### config.mk
export PLATFORM = sky130hd
export DESIGN_NAME = divisor_planificador
export DESIGN_NICKNAME = d
export VERILOG_FILES = /design/src/rtl/divisor_pkg.sv /design/src/rtl/divisor_rr_arbitro.sv /design/src/rtl/divisor_planificador.sv
export SDC_FILE = /design/constraint.sdc
export NUM_CORES = 1
export LEC_CHECK = 0
export CAP_MARGIN = 20
export CELL_PAD_IN_SITES_DETAIL_PLACEMENT = 1
export CELL_PAD_IN_SITES_GLOBAL_PLACEMENT = 2
export CORE_ASPECT_RATIO = 0.8
export CORE_MARGIN = 2
export CORE_UTILIZATION = 23
export CTS_BUF_LIST = sky130_fd_sc_hd__clkbuf_4 sky130_fd_sc_hd__clkbuf_8
export DETAILED_ROUTE_END_ITERATION = 7
export HOLD_SLACK_MARGIN = 0.03
export MAX_ROUTING_LAYER = met4
export PLACE_DENSITY = 0.92
export SETUP_SLACK_MARGIN = 0.05
export SLEW_MARGIN = 20
export SYNTH_ARGS = -nofsm -noshare
export SYNTH_HDL_FRONTEND = slang
export SYNTH_HIERARCHICAL = 1
export SYNTH_SLANG_ARGS = --single-unit
### constraint.sdc
create_clock -name CLK -period 3.8 [get_ports CLK]
set_input_delay 0.76 -clock CLK [delete_from_list [all_inputs] [get_ports CLK]]
set_output_delay 0.76 -clock CLK [all_outputs]
set_load 0.01 [all_outputs]
### src/rtl/divisor_pkg.sv
// Shared types and default sizes for the divider scheduler.
package divisor_pkg;

   typedef enum logic [1:0] {
      IDLE  = 2'd0,
      ISSUE = 2'd1,
      WAIT  = 2'd2,
      RESP  = 2'd3
   } sched_state_t;

   localparam int DIV_W    = 32;
   localparam int DIV_NREQ = 4;

endpackage

### src/rtl/divisor_rr_arbitro.sv
// Rotating-priority encoder: grants the first requester found after ptr,
// wrapping modulo N_REQ, so the last winner has the lowest priority.
module divisor_rr_arbitro import divisor_pkg::*; #(
   parameter int N_REQ = DIV_NREQ,
   parameter int PW    = $clog2(N_REQ)
) (
   input  logic [N_REQ-1:0] req,
   input  logic [PW-1:0]    ptr,
   output logic             gnt_valid,
   output logic [PW-1:0]    gnt_idx
);

   logic [PW-1:0] cand;

   // Walk candidates from farthest to nearest so the nearest set bit after ptr wins
   always_comb begin
      gnt_valid = 1'b0;
      gnt_idx   = '0;
      cand      = '0;
      for (int k = N_REQ; k >= 1; k--) begin
         cand = PW'((int'(ptr) + k) % N_REQ);
         if (req[cand]) begin
            gnt_valid = 1'b1;
            gnt_idx   = cand;
         end
      end
   end

endmodule

### src/rtl/divisor_planificador.sv
// Round-robin scheduler sharing one iterative signed divider among N_REQ
// requesters. Zero divisors are answered locally without starting the divider.
module divisor_planificador import divisor_pkg::*; #(
   parameter int N_REQ   = DIV_NREQ,
   parameter int tamanyo = DIV_W
) (
   input  logic                            CLK,
   input  logic                            RSTa,
   input  logic [N_REQ-1:0]                req,
   input  logic [N_REQ-1:0][tamanyo-1:0]   num,
   input  logic [N_REQ-1:0][tamanyo-1:0]   den,
   output logic [N_REQ-1:0]                ack,
   output logic [tamanyo-1:0]              coc,
   output logic [tamanyo-1:0]              res,
   output logic                            err,
   output logic                            busy,
   output logic                            div_start,
   output logic [tamanyo-1:0]              div_num,
   output logic [tamanyo-1:0]              div_den,
   input  logic [tamanyo-1:0]              div_coc,
   input  logic [tamanyo-1:0]              div_res,
   input  logic                            div_done
);

   localparam int PW = $clog2(N_REQ);
   localparam logic [N_REQ-1:0] ACK_ONE = {{(N_REQ-1){1'b0}}, 1'b1};

   sched_state_t         state_q;
   logic [PW-1:0]        ptr_q;
   logic [PW-1:0]        gIdx_q;
   logic [N_REQ-1:0]     ack_q;
   logic [tamanyo-1:0]   coc_q;
   logic [tamanyo-1:0]   res_q;
   logic                 err_q;
   logic                 start_q;
   logic [tamanyo-1:0]   numLat_q;
   logic [tamanyo-1:0]   denLat_q;

   logic                 gntValid;
   logic [PW-1:0]        gntIdx;
   logic [tamanyo-1:0]   selNum;
   logic [tamanyo-1:0]   selDen;

   divisor_rr_arbitro #(
      .N_REQ (N_REQ),
      .PW    (PW)
   ) uArbitro (
      .req       (req),
      .ptr       (ptr_q),
      .gnt_valid (gntValid),
      .gnt_idx   (gntIdx)
   );

   assign selNum = num[gntIdx];
   assign selDen = den[gntIdx];

   // Scheduler FSM: grant, launch divider, collect result, acknowledge winner
   always_ff @(posedge CLK or negedge RSTa) begin
      if (!RSTa) begin
         state_q  <= IDLE;
         ptr_q    <= PW'(N_REQ - 1);
         gIdx_q   <= '0;
         ack_q    <= '0;
         coc_q    <= '0;
         res_q    <= '0;
         err_q    <= 1'b0;
         start_q  <= 1'b0;
         numLat_q <= '0;
         denLat_q <= '0;
      end else begin
         case (state_q)
            IDLE: begin
               if (gntValid) begin
                  gIdx_q   <= gntIdx;
                  numLat_q <= selNum;
                  denLat_q <= selDen;
                  if (selDen == '0) begin
                     coc_q   <= '0;
                     res_q   <= selNum;
                     err_q   <= 1'b1;
                     ack_q   <= ACK_ONE << gntIdx;
                     state_q <= RESP;
                  end else begin
                     start_q <= 1'b1;
                     state_q <= ISSUE;
                  end
               end
            end
            ISSUE: begin
               start_q <= 1'b0;
               state_q <= WAIT;
            end
            WAIT: begin
               if (div_done) begin
                  coc_q   <= div_coc;
                  res_q   <= div_res;
                  err_q   <= 1'b0;
                  ack_q   <= ACK_ONE << gIdx_q;
                  state_q <= RESP;
               end
            end
            RESP: begin
               ack_q   <= '0;
               ptr_q   <= gIdx_q;
               state_q <= IDLE;
            end
            default: begin
               state_q <= IDLE;
            end
         endcase
      end
   end

   assign ack       = ack_q;
   assign coc       = coc_q;
   assign res       = res_q;
   assign err       = err_q;
   assign busy      = (state_q != IDLE);
   assign div_start = start_q;
   assign div_num   = numLat_q;
   assign div_den   = denLat_q;

endmodule

# == After elaboration in Yosys (flattened, before gate mapping) ==
# Cells that the tools add are included.
# word_totals
ff_bits,140
latch_bits,0
mem_bits_rw,0
mem_bits_ro,0
out_inout_bits,135
mem_count,0
# op_classes
add_sub_neg,4
mul,0
div,0
magnitude_cmp,5
eq_ne,7
shift,2
mux,43
bitwise,0
reduce_logical,11
# op_table
operator,n
two-way mux 32 bit,8
binary-select mux 32 bit (select 2 bit),2
one-hot mux 32 bit (2 select lines),2
logical NOT 32 bit,1
less-than comparator 2 x 3 -> 1 bit (second input constant),5
two-way mux 2 bit,7
two-way mux 1 bit,13
two-way mux 4 bit,3
one-hot mux 4 bit (3 select lines),1
binary-select mux 1 bit (select 2 bit),4
!= test 2 bit (second input constant),4
one-hot mux 2 bit (4 select lines),1
AND reduction 4 bit,2
left shift 1 x 2 -> 4 bit (first input constant),2
nonzero test 2 bit,3
adder 2 x 1 -> 2 bit (second input constant),2
adder 2 bit (second input constant),2
equality test 2 bit (second input constant),2
one-hot mux 1 bit (2 select lines),2
AND reduction 2 bit,2
AND reduction 3 bit,1
nonzero test 3 bit,1
equality test 2 x 1 -> 1 bit (second input constant),1
logical NOT 2 bit,1

# == Longest topological paths before layout ==
# logic_depth
word_depth,13
depth_mapped,13

# == Hierarchy ==
# The synthesis kept the hierarchy.
# modules_own_cells
mod,n_inst,cells_each,area_per_inst_um2
divisor_planificador,1,528,7454.6
divisor_rr_arbitro,1,14,91.3

# == Worst setup path before layout ==
# OpenSTA, ideal clock, no wires.
# synth_path
kind,input -> register
from,in req[2]
to,"reg res_q[11], in the netlist res[11]"
arrival_time_ns,3.377
required_time_ns,3.672
setup_slack_ns,0.296
path_stages,11
path_buffers,2
cell_sequence,and2b_1 a21oi_2 o221ai_2 buf_2 mux4_2 nor4_2 nand4_2 nor3_2 o21ai_2 buf_6 mux2_1
# synth_between
elab_chain_cells,11
word_cells_on_any_way,27
# synth_rtl
item,line,source
"start, declared",divisor_planificador.sv:9,"input logic [N_REQ-1:0] req,"
binary-select mux 1 bit (select 2 bit),divisor_rr_arbitro.sv:22,if (req[cand]) begin
two-way mux 1 bit (not written as such),divisor_rr_arbitro.sv:22,
two-way mux 2 bit (3 in a row),divisor_rr_arbitro.sv:22,
two-way mux 2 bit *,divisor_rr_arbitro.sv:22,
via gntIdx[0],divisor_planificador.sv:40,logic [PW-1:0] gntIdx;
binary-select mux 32 bit (select 2 bit) (on tied branches),"divisor_planificador.sv:55, divisor_planificador.sv:54",
two-way mux 32 bit (on tied branches),"divisor_planificador.sv:55, divisor_planificador.sv:54",
logical NOT 32 bit or two-way mux 32 bit (tied branches),divisor_planificador.sv:77,if (selDen == '0) begin
!= test 2 bit (no source line) or two-way mux 32 bit (tied branches),n/a,
AND reduction 4 bit (no source line) or one-hot mux 32 bit (2 select lines) (tied branches),n/a,
"end signal, assigned",divisor_planificador.sv:79,res_q <= selNum;
"end signal, assigned",divisor_planificador.sv:96,res_q <= div_res;
"end, declared",divisor_planificador.sv:33,logic [tamanyo-1:0] res_q;
# Mark *: on every way through the listed nets, which the timed path passes. The rest lies on a longest branch. The select of a mux whose other input is x is not followed.
# A chain may end at the register's enable or synchronous reset.

# == Worst setup path in the final report ==
# layout_path
from,in req[0]
to,"reg res_q[14], in the netlist res[14]"
# Same word-level chain as after synthesis.

==> metrics.txt <==
ant diodes 0; placed instance area ~13,000 µm²; post-synthesis cell area 7550 µm²; crit-path leading delay family buffers and inverters; drt total wl 33.9 mm; peak supply drop 0.000291 V; Final Instance Area 13,900 µm²; hold-fix buffer count after cts 0; commonest non-fill, non-tap cell in the layout clkdlybuf4s50_1; CP Class in2reg; Worst Skew 0.0142 ns; worst slew pin tran around 0.76 ns; critical path startpoint req[0]; most used cell, CP buf_12; H-tree levels 4; Core Rows 59; via count around 7,000; Worst EP arrival 4.14 ns; #FFs+latches synth 140; chip width 207 µm; post-synthesis sequential area ratio 46.5%; clock transition at the registers of the reported paths 0.08 ns; yosys warns 6; pin count of the biggest net entering global routing 80; Routability Congestion 0.824; Power Dens Cells approximately 760 nW/µm²; TritonCTS buffer count 17; root buf cell clkbuf_8; die area 34,300 µm²; Initial DRC Count between 200 and 250; Final Setup Violations 0; clk buf depth 2; Critical Path, Cell by Cell clkdlybuf4s50_1, o221ai_4, buf_6, buf_12, buf_8, mux4_2, nor4_2, buf_4, nand4_4, nor3_4, o21ai_4, buf_12, buf_12, mux2_4; gr ovfl total 0; DR WL/cell 22.8 µm; Core Box Area approximately 32,000 µm²; final antenna-violating net count 0; worst-skew pair later-pin latency 0.46 ns; most frequent cells in the layout 457 x clkdlybuf4s50_1, 138 x dfrtp_1, 98 x nand2_1; CP endpoint kind register; beginning of the worst register-to-register path ptr_q[1]; clock sink count 140; leakage 0.00574 µW; Avg Inst Size Synth 13.9 µm²; CTS tree built; Max Cap Violations 0; worst path required time 4.14 ns; Startpoint Class input pin; post-layout util 42.9%; endpoints failing hold 0; Final period util between 90% and 100%; Total GRT Usage 20.2%; final total power 10,600 µW; Filler Cell Count 3,379; Final Worst Setup Slack roughly 0.0027 ns; first-pass GRT wire length 49.4 mm; worst slack at placement -0.664 ns; Yosys cell types 40; Syn Inst Count 542; residual DRC count 0; Hold Crit Class in2async; worst-path fanout max 7; Top Ports 462; Final HPWL DP 25.4 mm; Starting Density 23.3%; unrepaired setup endpoints after global routing true; CP peak stage delay 0.60 ns; Pre-Repair DR Iteration Count 4; port buffer count 461; Slew headroom between 40 and 50%; initial antenna violation count 1; CP bufs+invs 7; status complete, no violations; Post-Syn Nets 874; fmax approximately 260 MHz; Final Net Count roughly 1,400; area grow syn2layout 84.2%; layout cells sized above 1 a little over a quarter; Worst path slowest cell mux4_2; vias per cell approximately 4.7; vias in the first global route 7,835; crit path time final 3.80 ns; Die Y 166 µm; Final Max Tran Viols 0
-- registers in the layout (all words and copies together), names as in the netlist, 2 cells and up --
register / count
state_q: 2
ptr_q: 2
coc: 32
div_den: 32
res: 32
div_num: 32
gIdx_q: 2
ack: 4
-- worst paths after layout --
| path | endpoint | slack [ns] | cells past startpoint |
|---|---|---|---|
| worst max-delay path | res[14] | 0.003 | 14 |
| worst max register to register | res[14] | 0.02 | 15 |
| worst min-delay path | coc[14] | 0.35 | 1 |
| worst min register to register | ack[1] | 0.50 | 1 |
| max in group asynchronous | div_den[28] | 2.50 | 2 |
| min in group CLK | ack[1] | 0.50 | 1 |
-- routing by layer --
layer	global-route usage, %	vias to the layer above	wire length (µm)
met2	34.7	325	17400
met1	22.8	3503	13100
met3	5.22	45	2380
met5	-	-	0
li1	-	3053	-
met4	6.77	0	916
-- cells in the mapped netlist, drive strengths merged --
master	count	area share (%)
and2	1	0.083
nor4	9	1.3
ha	5	0.83
mux2	99	16
nand4	2	0.33
a22oi	2	0.20
o311ai	1	0.12
nor3	3	0.27
o32a	1	0.13
nand3b	1	0.10
nand2b	3	0.25
and2b	1	0.10
and3	1	0.083
buf	19	1.7
inv	9	0.45
dfstp	2	0.70
clkbuf	19	0.95
o21ai	5	0.38
or3b	1	0.12
o221ai	1	0.20
a22o	32	3.7
mux4	64	19
mux2i	3	0.40
dfrtp	138	46
a31oi	1	0.083
nand2	99	4.9
a21oi	7	0.56
nor2	6	0.30
clkinv	1	0.050
o2bb2ai	6	0.70
-- worst reg2reg max path, delay by kind of cell (launching register included) --
family                 cells  cell delay, ns
buffers and inverters      6            0.89
AOI/OAI and AO/OA          3            0.43
DFF                        1            0.61
muxes                      2            0.90
and+or+nand+nor            4            0.83
-- repair_timing --
item | in CTS | in global routing
resized for setup | 40 | 14
buffers inserted | 13 | 11
hold endpoints to repair | 0 | 0
pin swaps | 20 | 11
cloned | 7 | 1
setup endpoints to repair | 68 | 68
-- report_power, final --
group | switching [µW] | internal [µW]
Clock | 643 | 706
Sequential | 461 | 2260
Combinational | 2750 | 3810
Total | 3850 | 6780
-- kinds of logic after synthesis --
| kind of cell | synth area share [%] |
|---|---|
| compound gates | 6.09 |
| buf+inv | 3.18 |
| mux | 35.6 |
| flops | 46.5 |
| simple gates | 7.88 |
| fa+ha+maj | 0.829 |
-- stage by stage --
stage / setup TNS [ns] / hold slack [ns] / std cells
detailed placement: -41.90 / 0.481 / 1427
global placement: -36.13 / 0.474 / 1427
floorplan: 0 / 0.464 / 542
finish: 0 / 0.346 / 1488
CTS: -0.262 / 0.332 / 1479
global route: -4.03 / 0.367 / 1488
-- layout make-up --
cell class / count / area (µm²) / share of cell area (%)
well taps: 427 / 534 / 3.84
repair buffers: 525 / 5410 / 38.9
flip-flops and latches: 140 / 3510 / 25.2
clock inverters: 12 / 160 / 1.15
clock buffers: 20 / 275 / 1.98
inverters: 10 / 37.5 / 0.270
multi-input cells: 354 / 3980 / 28.6
No activity file was read; power rests on OpenSTA's default activity.
